$ cat src/rtl/regfile_write_ctrl_if.sv
// ---------------------------------------------------------------------------
// regfile_write_ctrl_if
// Bundle of the writeback request, flush control and register-file write
// signals shared between the write-port controller and its surroundings.
//
//   v0/a0/d0, v1/a1/d1 : requester valid, destination address, write data
//   rdy0/rdy1          : per-requester accept strobes (combinational)
//   flush              : start a zeroing sweep of all registers
//   busy               : high while the sweep is running
//   flush_done         : pulse alongside the final sweep write
//   load_vec           : one-hot LOAD enables to the register flops
//   wr_data            : shared D bus to the register flops
//
// Modports: master = requesters/environment, slave = controller.
// ---------------------------------------------------------------------------
interface regfile_write_ctrl_if #(
  parameter int NREG = 8,
  parameter int AW   = 3
);
  logic            v0;
  logic [AW-1:0]   a0;
  logic [15:0]     d0;
  logic            rdy0;
  logic            v1;
  logic [AW-1:0]   a1;
  logic [15:0]     d1;
  logic            rdy1;
  logic            flush;
  logic            busy;
  logic            flush_done;
  logic [NREG-1:0] load_vec;
  logic [15:0]     wr_data;

  modport master (
    output v0, a0, d0, v1, a1, d1, flush,
    input  rdy0, rdy1, busy, flush_done, load_vec, wr_data
  );

  modport slave (
    input  v0, a0, d0, v1, a1, d1, flush,
    output rdy0, rdy1, busy, flush_done, load_vec, wr_data
  );
endinterface

$ cat src/rtl/regfile_write_ctrl.sv
// ---------------------------------------------------------------------------
// regfile_write_ctrl
// Write-port controller for the CPU register file. Arbitrates round-robin
// between the ALU (requester 0) and the load unit (requester 1), and drives a
// registered one-hot LOAD vector plus a shared 16-bit data bus into the
// register flops. A flush request runs a sweep that zeroes every register,
// one register per cycle.
//
// Ports:
//   clk  : clock, rising edge
//   clr  : synchronous active-high reset
//   bus  : regfile_write_ctrl_if.slave (requests, flush, load_vec, wr_data)
//
// Parameters:
//   NREG    : number of registers driven
//   AW      : register address width (clog2(NREG))
//   ZERO_R0 : 1 = writes to register 0 are acknowledged but not loaded
// ---------------------------------------------------------------------------
module regfile_write_ctrl #(
  parameter int NREG    = 8,
  parameter int AW      = 3,
  parameter int ZERO_R0 = 1
) (
  input  logic                 clk,
  input  logic                 clr,
  regfile_write_ctrl_if.slave  bus
);

  typedef enum logic [0:0] {
    IDLE  = 1'b0,
    FLUSH = 1'b1
  } state_t;

  state_t          state_q;
  logic [AW-1:0]   idx_q;
  logic            last_grant_q;
  logic [NREG-1:0] load_vec_q;
  logic [15:0]     wr_data_q;
  logic            flush_done_q;

  // Arbitration is open only in IDLE with no flush starting and no reset,
  // so a request can never be accepted on the cycle a flush begins.
  logic arb_open;
  logic grant0;
  logic grant1;
  logic accept;

  assign arb_open = (state_q == IDLE) && !clr && !bus.flush;
  // On a tie the requester that did not win last time goes first.
  assign grant0   = arb_open && bus.v0 && (!bus.v1 || last_grant_q);
  assign grant1   = arb_open && bus.v1 && (!bus.v0 || !last_grant_q);
  assign accept   = grant0 || grant1;

  logic [AW-1:0] win_addr;
  logic [15:0]   win_data;
  logic          drop_r0;

  assign win_addr = grant0 ? bus.a0 : bus.a1;
  assign win_data = grant0 ? bus.d0 : bus.d1;
  assign drop_r0  = (ZERO_R0 != 0) && (win_addr == '0);

  // Address decoders for the winning write and for the sweep index.
  logic [NREG-1:0] win_onehot;
  logic [NREG-1:0] idx_onehot;

  generate
    for (genvar gi = 0; gi < NREG; gi++) begin : g_dec
      assign win_onehot[gi] = (win_addr == AW'(gi));
      assign idx_onehot[gi] = (idx_q == AW'(gi));
    end
  endgenerate

  always_ff @(posedge clk) begin
    if (clr) begin
      state_q      <= IDLE;
      idx_q        <= '0;
      last_grant_q <= 1'b1;
      load_vec_q   <= '0;
      wr_data_q    <= '0;
      flush_done_q <= 1'b0;
    end else begin
      case (state_q)
        IDLE: begin
          flush_done_q <= 1'b0;
          if (bus.flush) begin
            state_q    <= FLUSH;
            idx_q      <= '0;
            load_vec_q <= '0;
          end else if (accept) begin
            wr_data_q    <= win_data;
            load_vec_q   <= drop_r0 ? '0 : win_onehot;
            last_grant_q <= grant1;
          end else begin
            load_vec_q <= '0;
          end
        end
        FLUSH: begin
          // Register 0 is swept too, whatever ZERO_R0 says.
          load_vec_q <= idx_onehot;
          wr_data_q  <= '0;
          if (idx_q == AW'(NREG - 1)) begin
            flush_done_q <= 1'b1;
            state_q      <= IDLE;
            idx_q        <= '0;
          end else begin
            flush_done_q <= 1'b0;
            idx_q        <= idx_q + AW'(1);
          end
        end
        default: begin
          state_q <= IDLE;
        end
      endcase
    end
  end

  assign bus.rdy0       = grant0;
  assign bus.rdy1       = grant1;
  assign bus.busy       = (state_q == FLUSH);
  assign bus.flush_done = flush_done_q;
  assign bus.load_vec   = load_vec_q;
  assign bus.wr_data    = wr_data_q;

endmodule

$ cat src/flat_wrapper.sv
// flat-port wrapper written by rule: the top's interface ports become plain ports
module regfile_write_ctrl_flat 
#(
  parameter int NREG    = 8,
  parameter int AW      = 3,
  parameter int ZERO_R0 = 1
)
  (clk, clr, bus_v0, bus_a0, bus_d0, bus_v1, bus_a1, bus_d1, bus_flush, bus_rdy0, bus_rdy1, bus_busy, bus_flush_done, bus_load_vec, bus_wr_data);
  regfile_write_ctrl_if #(.NREG(NREG), .AW(AW)) bus_i ();
  input  logic clk;
  input  logic clr;
  input wire logic [$bits(bus_i.v0)-1:0] bus_v0;
  input wire logic [$bits(bus_i.a0)-1:0] bus_a0;
  input wire logic [$bits(bus_i.d0)-1:0] bus_d0;
  input wire logic [$bits(bus_i.v1)-1:0] bus_v1;
  input wire logic [$bits(bus_i.a1)-1:0] bus_a1;
  input wire logic [$bits(bus_i.d1)-1:0] bus_d1;
  input wire logic [$bits(bus_i.flush)-1:0] bus_flush;
  output wire logic [$bits(bus_i.rdy0)-1:0] bus_rdy0;
  output wire logic [$bits(bus_i.rdy1)-1:0] bus_rdy1;
  output wire logic [$bits(bus_i.busy)-1:0] bus_busy;
  output wire logic [$bits(bus_i.flush_done)-1:0] bus_flush_done;
  output wire logic [$bits(bus_i.load_vec)-1:0] bus_load_vec;
  output wire logic [$bits(bus_i.wr_data)-1:0] bus_wr_data;
  assign bus_i.v0 = bus_v0;
  assign bus_i.a0 = bus_a0;
  assign bus_i.d0 = bus_d0;
  assign bus_i.v1 = bus_v1;
  assign bus_i.a1 = bus_a1;
  assign bus_i.d1 = bus_d1;
  assign bus_i.flush = bus_flush;
  assign bus_rdy0 = bus_i.rdy0;
  assign bus_rdy1 = bus_i.rdy1;
  assign bus_busy = bus_i.busy;
  assign bus_flush_done = bus_i.flush_done;
  assign bus_load_vec = bus_i.load_vec;
  assign bus_wr_data = bus_i.wr_data;
  regfile_write_ctrl #(.NREG(NREG), .AW(AW), .ZERO_R0(ZERO_R0)) u_core (.clk(clk), .clr(clr), .bus(bus_i));
endmodule
$ cat config.mk
export PLATFORM = sky130hd
export DESIGN_NAME = regfile_write_ctrl_flat
export DESIGN_NICKNAME = d
export VERILOG_FILES = /design/src/rtl/regfile_write_ctrl_if.sv /design/src/rtl/regfile_write_ctrl.sv /design/src/flat_wrapper.sv
export SDC_FILE = /design/constraint.sdc
export NUM_CORES = 1
export LEC_CHECK = 0
export ABC_AREA = 1
export ABC_CLOCK_PERIOD_IN_PS = 2110
export CORE_MARGIN = 2
export CORE_UTILIZATION = 41
export DETAILED_ROUTE_END_ITERATION = 7
export PLACE_DENSITY = 0.89
export SLEW_MARGIN = 30
export SYNTH_ARGS = -nofsm -noshare
export SYNTH_HDL_FRONTEND = slang
export SYNTH_SLANG_ARGS = --single-unit
$ cat constraint.sdc
create_clock -name clk -period 2.11 [get_ports clk]
set_clock_uncertainty 0.15 [all_clocks]
set_input_delay 0.5275 -clock clk [delete_from_list [all_inputs] [get_ports clk]]
set_output_delay 0.5275 -clock clk [all_outputs]
set_load 0.005 [all_outputs]
# [Yosys cells after proc, flatten, opt, wreduce, memory -nomap -nowiden]
# Cells that the tools add are included.
[op_classes] n_addsub=1 mul=0 div=0 magnitude_cmp=0 n_eq_ne=17 shifts=0 muxes=17 n_bitwise=2 n_reduce_logical=18
[ops] operator="2-to-1 mux 16 bit" n=3
[ops] operator="case mux 16 bit (2 select lines)" n=1
[ops] operator="equality test 3 bit, second input constant" n=8
[ops] operator="2-to-1 mux 8 bit" n=3
[ops] operator="case mux 8 bit (2 select lines)" n=1
[ops] operator="equality test 3 x 2 -> 1 bit, second input constant" n=4
[ops] operator="2-to-1 mux 3 bit" n=3
[ops] operator="equality test 3 x 1 -> 1 bit, second input constant" n=2
[ops] operator="logical AND 1 bit" n=6
[ops] operator="logical NOT 3 bit" n=2
[ops] operator="case mux 3 bit (2 select lines)" n=1
[ops] operator="logical NOT 1 bit" n=5
[ops] operator="inequality test 2 bit, second input constant" n=2
[ops] operator="case mux 1 bit (2 select lines)" n=2
[ops] operator="adder 3 x 1 -> 3 bit, second input constant" n=1
[ops] operator="logical OR 1 bit" n=3
[ops] operator="2-to-1 mux 1 bit" n=3
[ops] operator="AND reduction 3 bit" n=1
[ops] operator="inequality test 2 x 1 -> 1 bit, second input constant" n=1
[ops] operator="inverter 1 bit" n=2
[ops] operator="AND reduction 2 bit" n=1
[word_totals] reg_bits=30 latch_bits=0 ram_bits=0 rom_bits=0 output_inout_bits=28 elab_cells=61 memories=0

# [Longest topological paths before layout]
# Gate-level depths: netlist of the first run.
[logic_depth] ltp_word=11 depth_mapped=12

# [Worst setup path after synthesis of the first run]
# No wires, ideal clock.
[synth_path] path_kind="input to output" start="input port clr" end="output port bus_rdy0" arrival_ns=1.084 required_time_ns=1.432 slack_ns=0.348 cell_stages=4 n_path_buf=1 path_cell_list="inv_2 -> nand2_4 -> nor2_8 -> buf_4"
[synth_via] elab_chain_len=5
[synth_rtl] item="start: declaration" line_no="flat_wrapper.sv:11" rtl="input logic clr;"
[synth_rtl] item="logical NOT 1 bit" line_no="regfile_write_ctrl.sv:48" rtl="assign arb_open = (state_q == IDLE) && !clr && !bus.flush;"
[synth_rtl] item="logical AND 1 bit (2 in series)" line_no="regfile_write_ctrl.sv:48"
[synth_rtl] item="logical AND 1 bit (2 in series)" line_no="regfile_write_ctrl.sv:50" rtl="assign grant0 = arb_open && bus.v0 && (!bus.v1 || last_grant_q);"
[synth_rtl] item="end: declaration" line_no="flat_wrapper.sv:19" rtl="output wire logic [$bits(bus_i.rdy0)-1:0] bus_rdy0;"
# Every way passes these cells.

# [Worst setup path in the final report of the first run]
[layout_path] start="input port bus_flush" end="output port bus_rdy0"
[layout_via] elab_chain_len=4
[layout_rtl] item="start: declaration" line_no="flat_wrapper.sv:18" rtl="input wire logic [$bits(bus_i.flush)-1:0] bus_flush;"
[layout_rtl] item="logical NOT 1 bit" line_no="regfile_write_ctrl.sv:48"
[layout_rtl] item="logical AND 1 bit" line_no="regfile_write_ctrl.sv:48"
[layout_rtl] item="logical AND 1 bit (2 in series)" line_no="regfile_write_ctrl.sv:50"
# Every way passes these cells.

==> results.toml, run 1 <==
[run_status]
status = "finished, final reports clean"

[detailed_routing]
routed_wl_microns = 3990
drcViolationCount = 0
avgRoutedWirePerCell_microns = 11.8
vias = 1575
dr.pass1.iters = 4
ant_nets = 0
avgViaCountPerCell = 4.66
first_iter_violations = 48

[layout]
fin_util = 0.667
multiInputGateArea_sq_um = 836
final-seq-area_sq_um = 601
drive_gt1_frac = 0.166
synthToLayoutAreaGrowth_pct = 56.4
fin_cells = 338
n_antenna_cell = 0
num-fill-cells = 302
nets = 339

[floorplan]
pin_count = 71
core-area_sq_um = 3660
start_util = 0.427
core.rowCount = 22
die_area_sq_um = 4320
die_h_microns = 65.7
dieWidth_microns = 65.7

[timing]
finalWorstSetupSlack_ns = 0.0434
setup_tns_ns = 0
period_share = 0.979
layout_min_cycle_time_ns = 2.07
rsz0062_at_grt = "false"
hold_viol_final = 0
max_freq_ghz = 0.484
setup_viol = 0
slew_violations = 0
slew_headroom = 0.791
tightest_slew_ns = 0.314

[placement]
dp_hpwl_microns = 3040
gp_congestion = 0.786
port_buffers = 70
dp_slack_ns = -0.421
numPlacedInstances = 330

[critical_path]
critPathMaxFanout = 3
arrival_ns = 1.39
crit_path_max_incr_delay_ns = 0.27
crit_top_cell = "dlygate4sd2_1"
end_kind = "output pin"
crit_path_start_kind = "primary input"
critPathKind = "in -> out"
required_ns = 1.43
path_delay_family = "buffers and inverters"
slowest_stage = "dlygate4sd2_1"
path_cells = "dlygate4sd2_1 -> nor2_4 -> nand2_4 -> nor2_8 -> dlygate4sd2_1"
worst-path-buf-inv = 2

[pwr]
ir_drop_mv = 0.346
leakage_uw = 0.00102
p_per_area_nw_per_um2 = 527

[global_routing]
grt_pass1_wl_microns = 6750
antenna_found_initial = 0
grt_max_degree = 23
grt_overflow = 0
met2_usage = 0.364
track_usage = 0.206
busiest_layer = "met2"
grt_pass1_vias = 1574
use_met3 = 0.0514
grtUsageMet1 = 0.222

[yosys]
syn_inst = 208
yosys.area.top_type = "dfxtp_1"
synth-edff-count = 0
synth_commonest_cells = "nor2_1, nand2_1, dfxtp_1"
ys_warn_count = 0
ys_types = 23
synth_ff_type = "dfxtp_1"
ys_ff_latch = 30
yosysTopAreaCellShare = 0.385
synth_nets = 257
syn_area_sq_um = 1560
ys_top_cells_by_area = "dfxtp_1, nor2_1, nand2_1, o21ai_0, a21oi_2"
syn_avg_cell_area_sq_um = 7.51
synthArstFlopShare = 0
synth_most_common_cell = "nor2_1"
yosysSeqAreaShare = 0.385

[clock_network]
numCtsBuffers = 5
clock_sinks = 30
cts_hold_buf = 0
cts_tree = "built"
clk_path_buf_depth = 2
clk_latency_ns = 0.28
path_clk_slew_ns = 0.05
clockRootBuffer = "clkbuf_8"
htreeDepth = 2

[run]
maxCapViolCount = 0

[min_path]
hold_class = "reg -> reg"
## through the flow
step | cell area [sq um] | power [uW] | hold WS (ns)
floorplan | 1560 | 739 | 0.310
global placement | 2360 | 879 | 0.303
detailed placement | 2360 | 885 | 0.310
CTS | 2440 | 1310 | 0.318
global route | 2440 | 1360 | 0.333
finish | 2440 | 1290 | 0.316
## registers in the layout, summed over array words and instances, names as in the netlist
name and count:
u_core.bus.load_vec 8, u_core.bus.flush_done 1, u_core.bus.wr_data 16, u_core.last_grant_q 1, u_core.bus.busy 1, u_core.idx_q 3
## report_power, final
group / total, uW / switching [uW] / leakage, uW / internal [uW]
clock network: 416 / 190 / 0.0000383 / 226
logic: 273 / 120 / 0.000734 / 153
registers: 598 / 11.6 / 0.000244 / 587
## layout by cell type, fill, tap and decap left out, drive strengths merged, types with 3 or more instances in the layout
cell / count
clkdlybuf4s50: 64
nand3: 4
a21oi: 19
nand4: 3
buf: 14
dfxtp: 30
nor2: 48
clkbuf: 7
nand2: 51
ha: 6
inv: 15
dlygate4sd2: 6
o21ai: 21
## cell families (layout without fill, tap and decap cells)
logic type / after synthesis / count (layout) / share of synthesized area
adder cells (fa/ha/maj): 6 / 6 / 0.0481
AO/OA/AOI/OAI: 42 / 42 / 0.161
flip-flops: 30 / 30 / 0.385
buffers and inverters: 24 / 106 / 0.0817
AND/OR/NAND/NOR: 106 / 106 / 0.325
## routing by layer
layer  vias to the layer above  routed length [microns]
li1                        823                        -
met1                       689                     1660
met2                        52                     1930
met3                        11                      255
met4                         0                      140
met5                         -                        0
## path summary, 6_finish.rpt
check	end	cells after the start	startpoint	slack [ns]
worst max-delay path	bus_rdy0	5	bus_flush	0.04
worst min-delay path	u_core.bus.wr_data[4]	2	u_core.bus.wr_data[4]	0.32
worst max register to register	u_core.bus.wr_data[3]	10	u_core.last_grant_q	0.35
worst min register to register	u_core.bus.wr_data[4]	2	u_core.bus.wr_data[4]	0.32
## worst register-to-register path, cell delays in order (launching register included)
cell,delay (ns)
dfxtp_1,0.31
inv_1,0.08
nand2_1,0.07
nand2_2,0.11
nor2_8,0.04
buf_4,0.22
nor2_8,0.15
inv_4,0.06
nor2_8,0.26
nand2_1,0.09
a21oi_1,0.16
## area by class of cell
class                      instances  area share
timing repair buffer              84       0.332
inverter                          15      0.0241
multi-input combinational        154       0.342
clock buffer                       7      0.0313
tap                               48      0.0246
sequential                        30       0.246
## what timing repair did
item / CTS / global route
pin swaps: 2 / 1
gates resized for setup: 7 / 0
setup endpoints to repair: 18 / 3
setup buffers: 1 / 0
No activity file was read; power rests on OpenSTA's default activity.
==> run 2: changes to the inputs <==
TNS_END_PERCENT = 100   (was default)
==> results of run 2 <==
Same layout as run 1: the final DEF is identical, and so are final timing and power.
==> run 3: changes to the inputs <==
CAP_MARGIN = 40   (was default)
PLACE_DENSITY = default   (was 0.89)
PLACE_DENSITY_LB_ADDON = 0.15   (was default)
SLEW_MARGIN = 20   (was 30)
==> run 3 against run 2 <==
Clock power up 33%. Setup slack better by 0.016 ns. Register-to-register slack worse by 0.03 ns.
==> results.toml, run 3 (synthesized netlist as in run 1, its figures left out) <==
[run_status]
status = "finished, final reports clean"

[critical_path]
worst-path-buf-inv = 2
reg2reg_depth = 9
crit_path_start_kind = "primary input"
crit_path_max_incr_delay_ns = 0.27
slowest_stage = "dlygate4sd2_1"
r2r_slack_ns = 0.32
critPathKind = "in -> out"
path_cells = "dlygate4sd2_1 -> nor2_4 -> nand2_4 -> nor2_8 -> dlygate4sd2_1"
required_ns = 1.43
reg2reg_to = "u_core.bus.wr_data[15]"
end_kind = "output pin"
arrival_ns = 1.37
critPathMaxFanout = 3
path_delay_family = "buffers and inverters"
r2r_start = "u_core.bus.busy"
crit_top_cell = "dlygate4sd2_1"

[clock_network]
clock_sinks = 30
clockRootBuffer = "clkbuf_8"
clk_latency_ns = 0.27
clk_path_buf_depth = 2
numCtsBuffers = 5
path_clk_slew_ns = 0.06
cts_tree = "built"
htreeDepth = 2

[detailed_routing]
vias = 1591
first_iter_violations = 45
avgRoutedWirePerCell_microns = 11.9
ant_nets = 0
dr.pass1.iters = 4
routed_wl_microns = 4050
avgViaCountPerCell = 4.68
drcViolationCount = 0

[layout]
drive_gt1_frac = 0.175
nets = 340
final_common_cell = "clkdlybuf4s50_1"
num-fill-cells = 328
largest_reg_flops = 16
multiInputGateArea_sq_um = 838
final-seq-area_sq_um = 601
n_antenna_cell = 0
fin_util = 0.679
synthToLayoutAreaGrowth_pct = 59.3
layout_common_cells = "clkdlybuf4s50_1, nor2_1, nand2_1"
fin_cells = 340

[min_path]
hold_class = "reg -> reg"
worstHoldPathCells = 2
min_to = "u_core.bus.wr_data[4]"
min_from = "u_core.bus.wr_data[4]"

[timing]
max_freq_ghz = 0.488
tightest_slew_ns = 0.329
setup_tns_ns = 0
slew_headroom = 0.781
setup_viol = 0
period_share = 0.972
layout_min_cycle_time_ns = 2.05
rsz0062_at_grt = "false"
slew_violations = 0
hold_viol_final = 0

[global_routing]
grt_pass1_vias = 1515
grt_max_degree = 23
antenna_found_initial = 0
grt_pass1_wl_microns = 6750
grt_overflow = 0
track_usage = 0.202

[floorplan]
die_h_microns = 65.7
start_util = 0.427
pin_count = 71
core.rowCount = 22
die_area_sq_um = 4320
core-area_sq_um = 3660
dieWidth_microns = 65.7

[placement]
dp_hpwl_microns = 2980
gp_congestion = 0.787
port_buffers = 70
numPlacedInstances = 329

[pwr]
p_per_area_nw_per_um2 = 574
ir_drop_mv = 0.340
leakage_uw = 0.00103

[run]
maxCapViolCount = 0
run 3: cell count changes in the layout (fill, tap and decap cells not counted), sizes merged:
| cell | previous run | this run |
|---|---|---|
| buf | 14 | 15 |
| bufinv | 0 | 1 |
| dlygate4sd2 | 6 | 5 |
| clkdlybuf4s15 | 0 | 1 |
run 3: power by group:
group | total, uW | switching (uW) | internal, uW
sequential | 599 | 12.3 | 586
combinational | 277 | 122 | 155
clock | 552 | 200 | 353
run 3: worst max path at each step:
stage,startpoint,end,slack [ns],cells past startpoint
floorplan,clr,bus_rdy0,0.35,4
global placement,bus_flush,bus_rdy1,-0.48,5
detailed placement,bus_flush,bus_rdy1,-0.50,5
CTS,u_core.bus.busy,bus_busy,0.04,2
global route,u_core.bus.busy,bus_busy,0.02,2
finish,bus_flush,bus_rdy0,0.06,5
run 3: per-stage QoR:
step	total power [uW]	setup WS, ns	instance area (sq um)	hold WS [ns]
final	1430	0.0590	2490	0.313
after global routing	1500	0.0175	2490	0.332
after CTS	1440	0.0379	2480	0.318
after detailed placement	885	-0.498	2360	0.307
after global placement	883	-0.484	2360	0.302
after floorplan	739	0.348	1560	0.310
run 3: cell type report:
type / count / share of cell area
well taps: 48 / 0.0241
clock inverters: 1 / 0.0121
inverters: 15 / 0.0236
flip-flops and latches: 30 / 0.241
repair buffers: 85 / 0.331
clock buffers: 7 / 0.0307
multi-input cells: 154 / 0.337
run 3: layer usage:
metal	GRT usage	vias to the layer above	part of all wire
met5	0	-	0
met4	0.0677	0	0.011
met3	0.0497	6	0.055
met2	0.360	35	0.49
met1	0.235	720	0.44
li1	-	830	-
run 3: what timing repair did:
| item | in CTS | in global routing |
|---|---|---|
| buffers inserted | 3 | 0 |
| hold buffers | 0 | 0 |
| setup endpoints to repair | 18 | 2 |
| gates resized for setup | 8 | 2 |
| pin swaps | 3 | 0 |
run 3: worst min-delay path, delay by kind of cell, from the launching register on:
family / cells / cell delay [ns]
AND/OR/NAND/NOR: 1 / 0.06
AO/OA/AOI/OAI: 1 / 0.05
flip-flops: 1 / 0.31
